--- config.mk ---
export PLATFORM = sky130hd
export DESIGN_NAME = tile_renderer_flat
export DESIGN_NICKNAME = d
export VERILOG_FILES = /design/src/rtl/tile_pkg.sv /design/src/rtl/tile_renderer_if.sv /design/src/rtl/tile_map_ram.sv /design/src/rtl/tile_renderer.sv /design/src/flat_wrapper.sv
export SDC_FILE = /design/constraint.sdc
export NUM_CORES = 1
export LEC_CHECK = 0
export ABC_AREA = 1
export CAP_MARGIN = 20
export CORE_MARGIN = 1
export CORE_UTILIZATION = 50
export CTS_CLUSTER_DIAMETER = 80
export CTS_CLUSTER_SIZE = 40
export DETAILED_ROUTE_END_ITERATION = 10
export PLACE_DENSITY_LB_ADDON = 0.12
export SYNTH_ARGS = -nofsm -noshare
export SYNTH_HDL_FRONTEND = slang
export SYNTH_SLANG_ARGS = --single-unit
--- constraint.sdc ---
create_clock -name Clk -period 11.3 [get_ports Clk]
set_input_delay 2.26 -clock Clk [delete_from_list [all_inputs] [get_ports Clk]]
set_output_delay 2.26 -clock Clk [all_outputs]
set_load 0.01 [all_outputs]
--- src/rtl/tile_pkg.sv ---
// Shared types and constants for the tile renderer: tile codes, RGB struct,
// palette, tank colours and the FSM state encoding.
package tile_pkg;

  // Number of map cells for a given grid size.
  function automatic int map_cells(input int cols, input int rows);
    return cols * rows;
  endfunction

  localparam int MAP_CELLS = map_cells(20, 15);

  typedef enum logic [2:0] {
    EMPTY   = 3'd0,
    WALL    = 3'd1,
    BRICK   = 3'd2,
    POWERUP = 3'd3,
    MINE    = 3'd4
  } tile_code_t;

  typedef struct packed {
    logic [7:0] r;
    logic [7:0] g;
    logic [7:0] b;
  } rgb_t;

  localparam rgb_t RGB_BLACK   = 24'h000000;
  localparam rgb_t RGB_WALL    = 24'h808080;
  localparam rgb_t RGB_BRICK   = 24'h964B00;
  localparam rgb_t RGB_POWERUP = 24'hFFD700;
  localparam rgb_t RGB_MINE    = 24'hC00000;

  // Tank i is drawn in TANK_COLOR[i]; lower index wins on overlap.
  localparam rgb_t TANK_COLOR [4] = '{
    rgb_t'(24'h005500),
    rgb_t'(24'h000055),
    rgb_t'(24'h550000),
    rgb_t'(24'h555500)
  };

  typedef enum logic {
    ST_CLEAR = 1'b0,
    ST_RUN   = 1'b1
  } fsm_state_t;

endpackage

--- src/rtl/tile_renderer_if.sv ---
// Map write port between game logic (master) and the tile renderer (slave).
interface tile_renderer_if #(
  parameter int CODE_W = 3
);
  logic              wr_en;
  logic [8:0]        wr_addr;
  logic [CODE_W-1:0] wr_data;
  logic              wr_ready;

  modport master (output wr_en, output wr_addr, output wr_data, input wr_ready);
  modport slave  (input wr_en, input wr_addr, input wr_data, output wr_ready);
endinterface

--- src/rtl/tile_map_ram.sv ---
// Single-clock simple dual-port tile map RAM with registered, read-first output.
module tile_map_ram #(
  parameter int DEPTH  = 300,
  parameter int WIDTH  = 3,
  parameter int ADDR_W = 9
) (
  input  logic              clk,
  input  logic              we,
  input  logic [ADDR_W-1:0] waddr,
  input  logic [WIDTH-1:0]  wdata,
  input  logic [ADDR_W-1:0] raddr,
  output logic [WIDTH-1:0]  rdata
);

  logic [WIDTH-1:0] mem_q [DEPTH];
  logic [WIDTH-1:0] rdata_q;

  // Write and registered read share one edge; the read sees the pre-write contents.
  // NOTE: the array has no reset so it maps onto block RAM; the renderer's CLEAR pass initialises it.
  always_ff @(posedge clk) begin
    if (we) begin
      mem_q[waddr] <= wdata;
    end
    rdata_q <= mem_q[raddr];
  end

  assign rdata = rdata_q;

endmodule

--- src/rtl/tile_renderer.sv ---
// Pipelined tile-map renderer: clears and owns the tile map, composites tank
// tiles over it and drives registered 24-bit RGB two clocks after sampling.
// Optional build macro: TILE_RENDERER_FLASH_EN (blinking power-up tiles).
module tile_renderer
  import tile_pkg::*;
#(
  parameter int TILE_SHIFT = 5,
  parameter int MAP_COLS   = 20,
  parameter int MAP_ROWS   = 15,
  parameter int NUM_TANKS  = 2,
  parameter int CODE_W     = 3
) (
  input  logic                   Clk,
  input  logic                   Reset,
  input  logic [9:0]             DrawX,
  input  logic [9:0]             DrawY,
  input  logic                   blank,
  input  logic                   frame_start,
  input  logic [10*NUM_TANKS-1:0] tank_x,
  input  logic [10*NUM_TANKS-1:0] tank_y,
  input  logic [NUM_TANKS-1:0]   tank_alive,
  tile_renderer_if.slave         wr_bus,
  output logic [7:0]             Red,
  output logic [7:0]             Green,
  output logic [7:0]             Blue
);

  localparam int              CELLS     = map_cells(MAP_COLS, MAP_ROWS);
  localparam int              AW        = 9;
  localparam int              TW        = 10 - TILE_SHIFT;
  localparam logic [9:0]      X_LIMIT   = 10'(MAP_COLS << TILE_SHIFT);
  localparam logic [9:0]      Y_LIMIT   = 10'(MAP_ROWS << TILE_SHIFT);
  localparam logic [AW-1:0]   LAST_ADDR = AW'(CELLS - 1);
  localparam logic [AW:0]     CELLS_EXT = (AW + 1)'(CELLS);
  localparam logic [AW-1:0]   COLS_A    = AW'(MAP_COLS);

  // ---------------------------------------------------------------------------
  // Clear / run FSM
  // ---------------------------------------------------------------------------
  fsm_state_t    state_q, state_d;
  logic [AW-1:0] clr_cnt_q, clr_cnt_d;
  logic          run;

  assign run = (state_q == ST_RUN);

  // Next state: walk every map address once, then accept game writes forever.
  // NOTE: every combinational output gets a default first so no path can infer a latch.
  always_comb begin
    state_d   = state_q;
    clr_cnt_d = clr_cnt_q;
    case (state_q)
      ST_CLEAR: begin
        if (clr_cnt_q == LAST_ADDR) begin
          state_d   = ST_RUN;
          clr_cnt_d = '0;
        end else begin
          clr_cnt_d = clr_cnt_q + 1'b1;
        end
      end
      ST_RUN: begin
        state_d = ST_RUN;
      end
    endcase
  end

  // State register; reset restarts the clear pass from address 0.
  // NOTE: sequential state uses non-blocking assignments so all flops update from pre-edge values.
  always_ff @(posedge Clk) begin
    if (Reset) begin
      state_q   <= ST_CLEAR;
      clr_cnt_q <= '0;
    end else begin
      state_q   <= state_d;
      clr_cnt_q <= clr_cnt_d;
    end
  end

  assign wr_bus.wr_ready = run;

  // ---------------------------------------------------------------------------
  // RAM write port: clear pass owns it in CLEAR, game logic in RUN
  // ---------------------------------------------------------------------------
  logic              ram_we;
  logic [AW-1:0]     ram_waddr;
  logic [CODE_W-1:0] ram_wdata;

  // Select the write source; out-of-map game writes are silently dropped.
  always_comb begin
    ram_we    = 1'b0;
    ram_waddr = clr_cnt_q;
    ram_wdata = '0;
    if (!run) begin
      ram_we = 1'b1;
    end else if (wr_bus.wr_en && ({1'b0, wr_bus.wr_addr} < CELLS_EXT)) begin
      ram_we    = 1'b1;
      ram_waddr = wr_bus.wr_addr;
      ram_wdata = wr_bus.wr_data;
    end
  end

  // ---------------------------------------------------------------------------
  // Stage 1: tile index, blank and per-tank hit
  // ---------------------------------------------------------------------------
  logic [TW-1:0]        tile_col, tile_row;
  logic                 in_range;
  logic                 s1_valid_d, s1_valid_q;
  logic                 s1_blank_d, s1_blank_q;
  logic [NUM_TANKS-1:0] s1_hit_d, s1_hit_q;
  logic [AW-1:0]        s1_addr_d, s1_addr_q;

  assign tile_col = DrawX[9 -: TW];
  assign tile_row = DrawY[9 -: TW];
  assign in_range = (DrawX < X_LIMIT) && (DrawY < Y_LIMIT);

  // Compute the map address, effective blank and which tanks cover this tile.
  always_comb begin
    s1_valid_d = run;
    s1_blank_d = blank || !in_range;
    s1_addr_d  = in_range ? (AW'(tile_row) * COLS_A + AW'(tile_col)) : '0;
    s1_hit_d   = '0;
    for (int i = 0; i < NUM_TANKS; i++) begin
      s1_hit_d[i] = tank_alive[i]
                 && (tank_x[10*i+9 -: TW] == tile_col)
                 && (tank_y[10*i+9 -: TW] == tile_row);
    end
  end

  // ---------------------------------------------------------------------------
  // Stage 2 alignment: side-band travels beside the RAM read
  // ---------------------------------------------------------------------------
  logic                 s2_valid_q;
  logic                 s2_blank_q;
  logic [NUM_TANKS-1:0] s2_hit_q;
  logic [CODE_W-1:0]    rd_code;

  // Pipeline valid bits; data registers need no reset because valid qualifies them.
  always_ff @(posedge Clk) begin
    if (Reset) begin
      s1_valid_q <= 1'b0;
      s2_valid_q <= 1'b0;
    end else begin
      s1_valid_q <= s1_valid_d;
      s2_valid_q <= s1_valid_q;
    end
  end

  // Pipeline data registers for stage 1 and the stage-2 side-band.
  always_ff @(posedge Clk) begin
    s1_blank_q <= s1_blank_d;
    s1_hit_q   <= s1_hit_d;
    s1_addr_q  <= s1_addr_d;
    s2_blank_q <= s1_blank_q;
    s2_hit_q   <= s1_hit_q;
  end

  tile_map_ram #(
    .DEPTH  (CELLS),
    .WIDTH  (CODE_W),
    .ADDR_W (AW)
  ) u_ram (
    .clk   (Clk),
    .we    (ram_we),
    .waddr (ram_waddr),
    .wdata (ram_wdata),
    .raddr (s1_addr_q),
    .rdata (rd_code)
  );

  // ---------------------------------------------------------------------------
  // Optional power-up flashing
  // ---------------------------------------------------------------------------
  logic flash_off;

`ifdef TILE_RENDERER_FLASH_EN
  logic [4:0] frame_q, frame_d;

  // Count frames while running; the MSB blanks power-ups for half of every 32 frames.
  always_comb begin
    frame_d = frame_q;
    if (run && frame_start) begin
      frame_d = frame_q + 5'd1;
    end
  end

  // Frame counter register.
  always_ff @(posedge Clk) begin
    if (Reset) begin
      frame_q <= '0;
    end else begin
      frame_q <= frame_d;
    end
  end

  assign flash_off = frame_q[4];
`else
  logic unused_frame_start;
  assign unused_frame_start = frame_start;
  assign flash_off          = 1'b0;
`endif

  // ---------------------------------------------------------------------------
  // Stage 2: priority compositing and palette
  // ---------------------------------------------------------------------------
  logic [CODE_W-1:0] code_eff;
  logic              tank_hit;
  rgb_t              tank_rgb;
  rgb_t              rgb_d, rgb_q;

  // Blank > wall/brick > lowest-index tank > power-up/mine > background.
  always_comb begin
    code_eff = rd_code;
    if (flash_off && (rd_code == CODE_W'(POWERUP))) begin
      code_eff = CODE_W'(EMPTY);
    end

    tank_hit = 1'b0;
    tank_rgb = RGB_BLACK;
    for (int i = NUM_TANKS - 1; i >= 0; i--) begin
      if (s2_hit_q[i]) begin
        tank_hit = 1'b1;
        tank_rgb = TANK_COLOR[i];
      end
    end

    rgb_d = RGB_BLACK;
    if (!run || !s2_valid_q || s2_blank_q) begin
      rgb_d = RGB_BLACK;
    end else if (code_eff == CODE_W'(WALL)) begin
      rgb_d = RGB_WALL;
    end else if (code_eff == CODE_W'(BRICK)) begin
      rgb_d = RGB_BRICK;
    end else if (tank_hit) begin
      rgb_d = tank_rgb;
    end else if (code_eff == CODE_W'(POWERUP)) begin
      rgb_d = RGB_POWERUP;
    end else if (code_eff == CODE_W'(MINE)) begin
      rgb_d = RGB_MINE;
    end
  end

  // Registered pixel output.
  always_ff @(posedge Clk) begin
    if (Reset) begin
      rgb_q <= RGB_BLACK;
    end else begin
      rgb_q <= rgb_d;
    end
  end

  assign Red   = rgb_q.r;
  assign Green = rgb_q.g;
  assign Blue  = rgb_q.b;

  // Sub-tile pixel bits only matter to the VGA path, not to tile lookup.
  logic unused_lsbs;
  assign unused_lsbs = ^{DrawX[TILE_SHIFT-1:0], DrawY[TILE_SHIFT-1:0], tank_x, tank_y};

endmodule

--- src/flat_wrapper.sv ---
// flat-port wrapper written by rule: the top's interface ports become plain ports
module tile_renderer_flat import tile_pkg::*;
#(
  parameter int TILE_SHIFT = 5,
  parameter int MAP_COLS   = 20,
  parameter int MAP_ROWS   = 15,
  parameter int NUM_TANKS  = 2,
  parameter int CODE_W     = 3
)
  (Clk, Reset, DrawX, DrawY, blank, frame_start, tank_x, tank_y, tank_alive, Red, Green, Blue, wr_bus_wr_en, wr_bus_wr_addr, wr_bus_wr_data, wr_bus_wr_ready);
  tile_renderer_if #(.CODE_W(CODE_W)) wr_bus_i ();
  input  logic Clk;
  input  logic Reset;
  input  logic [9:0] DrawX;
  input  logic [9:0] DrawY;
  input  logic blank;
  input  logic frame_start;
  input  logic [10*NUM_TANKS-1:0] tank_x;
  input  logic [10*NUM_TANKS-1:0] tank_y;
  input  logic [NUM_TANKS-1:0] tank_alive;
  output logic [7:0] Red;
  output logic [7:0] Green;
  output logic [7:0] Blue;
  input wire logic [$bits(wr_bus_i.wr_en)-1:0] wr_bus_wr_en;
  input wire logic [$bits(wr_bus_i.wr_addr)-1:0] wr_bus_wr_addr;
  input wire logic [$bits(wr_bus_i.wr_data)-1:0] wr_bus_wr_data;
  output wire logic [$bits(wr_bus_i.wr_ready)-1:0] wr_bus_wr_ready;
  assign wr_bus_i.wr_en = wr_bus_wr_en;
  assign wr_bus_i.wr_addr = wr_bus_wr_addr;
  assign wr_bus_i.wr_data = wr_bus_wr_data;
  assign wr_bus_wr_ready = wr_bus_i.wr_ready;
  tile_renderer #(.TILE_SHIFT(TILE_SHIFT), .MAP_COLS(MAP_COLS), .MAP_ROWS(MAP_ROWS), .NUM_TANKS(NUM_TANKS), .CODE_W(CODE_W)) u_core (.Clk(Clk), .Reset(Reset), .DrawX(DrawX), .DrawY(DrawY), .blank(blank), .frame_start(frame_start), .tank_x(tank_x), .tank_y(tank_y), .tank_alive(tank_alive), .wr_bus(wr_bus_i), .Red(Red), .Green(Green), .Blue(Blue));
endmodule
-- Word level (Yosys, flattened, before mapping)
Memories as Yosys holds them, arrays and structs flattened. A register that Yosys moved wholly into a read port is not among the register bits.
Index checks and enable logic that the tools add are counted.
- bitwise gates (word level): 1
- $mul: 1
- add/subtract/negate cells: 2
- mux-type cells: 20
- reductions and logical operators: 15
- eq/ne operators: 9
- magnitude comparators: 3
- operator list (cell ; number):
    2-to-1 mux 24 bit ; 5
    2-to-1 mux 9 bit ; 3
    == test 5 bit ; 4
    2-to-1 mux 15 bit ; 1
    less-than comparator 10 bit, second input constant ; 1
    less-than comparator 10 x 9 -> 1 bit, second input constant ; 1
    adder 9 x 1 -> 9 bit, second input constant ; 1
    adder 9 x 5 -> 9 bit ; 1
    == test 9 bit, second input constant ; 1
    less-than comparator 9 bit, second input constant ; 1
    multiplier 5 x 3 -> 7 bit, second input constant ; 1
    2-to-1 mux 1 bit ; 7
    2-to-1 mux 7 bit ; 1
    == test 3 x 2 -> 1 bit, second input constant ; 2
    logical AND 1 bit ; 6
    2-to-1 mux 3 bit ; 2
    OR reduction 4 bit ; 1
    == test 3 x 1 -> 1 bit, second input constant ; 1
    == test 3 bit, second input constant ; 1
    logical NOT 1 bit ; 3
    logical OR 1 bit ; 3
    OR reduction 3 bit ; 1
    one-hot mux 1 bit (2 select lines) ; 1
    OR reduction 2 bit ; 1
    inverter 1 bit ; 1
- memory bits (writable): 900
- input bits: 79
- output and inout port bits: 25
- register bits after elaboration: 51
- memories kept: 1
- word-level logic and storage cells: 69
- memories (name ; depth ; width ; rd ports ; clocked after Yosys merged registers in ; write ports ; RTL line ; RTL):
    u_core.u_ram.mem_q ; 300 ; 3 ; 1 ; 1 ; 1 ; tile_map_ram.sv:15 ; logic [WIDTH-1:0] mem_q [DEPTH];

-- Longest topological paths before layout
- depth after elaboration: 6
- mapped depth: 16
- mapped depth without buffers: 13

-- Modules after synthesis
Synthesis repeated with hierarchy kept, for this count alone.
- cells, all modules: 3625
- area total of the unflattened synthesis: 39824.4 µm²
- by module, submodules not included (module ; sequential area each (µm²) ; area an instance (µm²) ; cells each ; instances):
    tile_map_ram ; 27086.0 ; 37572.3 ; 3288 ; 1
    tile_renderer ; 740.7 ; 2252.2 ; 337 ; 1

-- Worst setup path before layout
Ideal clock, no wire load.
- path type: input-to-reg
- from: input port wr_bus_wr_addr[2]
- to: memory u_core.u_ram.mem_q[0][0], data pin
- arrival: 9.892 ns
- setup time: 1.591 ns
- data required time: 9.709 ns
- path buffers: 1
- stages: 6
- setup slack: -0.184 ns
- cell sequence: a21oi_1 -> nor2_1 -> o31ai_2 -> nand3_2 -> buf_4 -> nor2_1
- word-level cells in the longest chain between the ends: 4
- ends and longest elaborated chain (what ; RTL line ; RTL):
    start: declaration ; flat_wrapper.sv:25 ; input wire logic [$bits(wr_bus_i.wr_addr)-1:0] wr_bus_wr_addr;
    less-than comparator 9 bit ; tile_renderer.sv:94 ; end else if (wr_bus.wr_en && ({1'b0, wr_bus.wr_addr} < CELLS_EXT)) begin
    logical AND 1 bit ; tile_renderer.sv:94 ;
    2-to-1 mux 3 bit ; tile_renderer.sv:94 ;
    2-to-1 mux 3 bit ; tile_renderer.sv:92 ; if (!run) begin
    named net u_core.ram_wdata[0] ; tile_renderer.sv:85 ; logic [CODE_W-1:0] ram_wdata;
    end: declaration ; tile_map_ram.sv:15 ;
The timed path passes the listed nets, and every way through them passes these cells.

-- Final worst setup path
- from: input port wr_bus_wr_addr[3]
- to: memory u_core.u_ram.mem_q[166][0] (enable)
- word-level cells in the longest chain between the ends: 6
- elaborated cells on any way between the ends: 8
- those cells by class: 1 x order compare; 6 x mux; 1 x reduce/logical
- ends and longest elaborated chain (what ; RTL line ; RTL):
    less-than comparator 9 bit ; tile_renderer.sv:94 ;
    logical AND 1 bit ; tile_renderer.sv:94 ;
    2-to-1 mux 1 bit ; tile_renderer.sv:94 ;
    2-to-1 mux 1 bit ; tile_renderer.sv:92 ;
    2-to-1 mux 1 bit ; tile_map_ram.sv:21 ; if (we) begin
    2-to-1 mux 1 bit (not written as such) ; tile_map_ram.sv:22 ; mem_q[waddr] <= wdata;
Several ways; a longest one is shown, not always the timed one.

==> flow_summary.ini <==
[final_layout]
mostFrequentLayoutCells = 900 x edfxtp_1, 862 x nand2_1, 765 x nand3_1
area.growth.synth_to_final_pct = 6.69
drive_above_1_share = 0.0427
n_fill_cell = 6586
layout_commonest_cell = edfxtp_1
n_antenna_cell = 0
nets = 3531
finish.utilization = 0.541

[die]
fp.dieH_um = 283
die_w_um = 283
rows = 102
dieArea_sq_um = 79900
initial_core_util = 0.507
core-area_sq_um = 77700
io_pins = 104

[cts]
cts_resized = 0
numCtsBuffers = 37
htree_levels = 2
cts_tree = built
postCtsSetupBuffers = 0
postCtsHoldBufs = 0
clkSinkCount = 940
root_buffer = clkbuf_16
cts.clk_slew.worst_paths_ps = 120
clock_latency_ps = 620
clockBufferDepth = 3

[route]
via_per_inst = 5.80
wl_per_cell_um = 22.2
wl_um = 100000
drc = 0
antenna_left = 0
firstDrtPassIters = 6
first_iter_violations = 2631
vias = 26200

[sta]
holdWs_ps = 340
min_period_ps = 5680
maxSlewViolCount = 0
finalSetupViolCount = 0
worst_slack_ps = 5620
worstMarginPinSlew_ps = 1140
slew_headroom = 0.237
setup_tns_ps = 0
final.period_utilization = 0.503
clock_skew_ps = 24.8
fmax_ghz = 0.176
hold_viol = 0
rsz0062_at_grt = no

[synth]
synth.ff_latch_count = 940
synth.cell_area_sq_um = 39400
synth_area_leaders = edfxtp_1 69%, nand3_1 9.7%, nand2_1 8.2%
synth-simple-area-share = 0.227
seq_area_frac_synth = 0.706
synth_xor_area_frac = 0.00311
synth_edf_count = 900
synth_top_area_cell = edfxtp_1
synthCells = 3544
synthFlopType = edfxtp_1
synthMuxAreaShare = 0
ys_types = 44
synth_top_area_frac = 0.686
synth_warnings = 0
syn-mean-instance-area_sq_um = 11.1
synth_top_family_by_area = simple AND/OR/NAND/NOR gates
yosys.area_share.adder = 0.00419
async_flop_share = 0
synth-compound-area-share = 0.0264

[setup_path]
cp-end-kind = flip-flop
crit-reg2reg-launch = u_core.s1_addr_q[0]$_SDFF_PN0_
crit_arrival_ps = 5960
timing.rr.end = u_core.u_ram.rdata[1]$_DFF_P_
reg2reg_slack_ps = 6930
worstSetupStartpointType = input pin
crit_type = in2reg
required_ps = 11580
cp_max_fo = 21
reg2reg_depth = 15

[run]
cap_violations = 0

[pwr]
p_leak_nw = 15.1
power_per_cell_area_nw_per_um2 = 143
ir_worst_vdd_mv = 0.101

[global_routing]
grt_antenna_before_repair = 0
grt_first_pass_wirelength_um = 149000
grt_pass1_vias = 25800
grt_start_max_net_pins = 223
grt.total_usage = 0.251
grt.overflow.total = 0

[outcome]
status = finished clean

[placement]
pre_cts_slack_ps = 4930
place_congestion = 0.814
dp_hpwl_um = 54200
portBuffers = 68

[min_path]
hold_end = u_core.s2_hit_q[1]$_DFF_P_
hp-class = reg2reg
holdPathStages = 0
hold_path_startpoint = u_core.s1_hit_q[1]$_DFF_P_
metrics by stage:
step	power, W	cells	cell area, sq um
global placement	0.00427	4440	40700
global route	0.00620	4506	42000
detailed placement	0.00428	4441	40700
floorplan	0.00411	3547	39400
finish	0.00603	4506	42000
CTS	0.00606	4506	42000
routing by layer:
layer  up-vias  share of wire  global-route usage
li1      12200              -                   -
met4         0          0.033              0.0843
met2      1036           0.47               0.411
met3       157          0.071              0.0298
met5         -              0                   0
met1     12800           0.42               0.348
sequential cells by signal, summed over array words and instances (netlist names), 2 cells and up:
signal and cells:
u_core.u_ram.rdata 3, u_core.Red 3, u_core.u_ram.mem_q 900, u_core.Blue 2, u_core.clr_cnt_q 9, u_core.Green 5
u_core.s1_addr_q 9, u_core.s2_hit_q 2, u_core.s1_hit_q 2
logic make-up (layout without fill, tap and decap cells):
kind of cell | Yosys count | after routing
XOR/XNOR | 14 | 14
AND/OR/NAND/NOR | 2087 | 2087
buffers and inverters | 313 | 232
adder cells (fa/ha/maj) | 12 | 12
flip-flops | 940 | 940
other | 1 | 4
AO/OA/AOI/OAI | 177 | 177
worst max-delay path by stage:
stage	startpoint	to	slack, ps	depth (start not counted)
final	wr_bus_wr_addr[3]	u_core.u_ram.mem_q[166][0]$_DFFE_PP_	5620	10
after global routing	wr_bus_wr_addr[2]	u_core.u_ram.mem_q[17][0]$_DFFE_PP_	5300	10
after CTS	wr_bus_wr_addr[3]	u_core.u_ram.mem_q[166][0]$_DFFE_PP_	5600	10
after detailed placement	wr_bus_wr_addr[3]	u_core.u_ram.mem_q[166][1]$_DFFE_PP_	4930	10
after global placement	wr_bus_wr_addr[2]	u_core.u_ram.mem_q[118][0]$_DFFE_PP_	5100	10
after floorplan	wr_bus_wr_addr[2]	u_core.u_ram.mem_q[0][0]$_DFFE_PP_	-180	6
report_power, final:
part	internal [W]	switching, W
Combinational	0.000117	0.000305
Sequential	0.00376	0.0000163
Clock	0.000683	0.00114
worst max-delay path, cell delays in order:
cell	delay (ps)
clkdlybuf4s50_1	450
a21oi_1	150
nor2_1	60
o31ai_2	250
nand3_2	570
nand2_1	190
o21ai_1	140
nor2_1	370
nand3_2	900
nor2_1	600
synth_stat cells (2+ instances only):
cell type / number
inv_2: 5
edfxtp_1: 900
nor3_2: 2
nand3_2: 7
dfxtp_1: 40
a221oi_1: 2
nand4_2: 2
xnor2_1: 6
ha_1: 10
buf_2: 21
nor3_1: 7
o21ai_1: 2
o21ai_2: 4
o21ai_4: 3
nand2_1: 862
nor2_1: 414
o32ai_1: 3
nand3_1: 765
o21ai_0: 95
a21oi_1: 17
clkinv_1: 2
buf_6: 2
nand4_1: 4
nor4_1: 4
nor2_4: 3
o211ai_1: 2
inv_1: 62
nor2_2: 3
buf_1: 29
buf_4: 17
nand2_2: 13
o22ai_1: 42
fa_1: 2
clkbuf_1: 175
xor2_1: 8
final cells by class:
class                   count  area [sq um]  share of cell area
clock inverters            28           399             0.00950
repair buffers             98           968              0.0230
inverters                  69           274             0.00652
well taps                1040          1300              0.0310
multi-input cells        2294         10300               0.246
clock buffers              37           926              0.0220
flip-flops and latches    940         27800               0.662
Power figures use the tool's default switching activity.
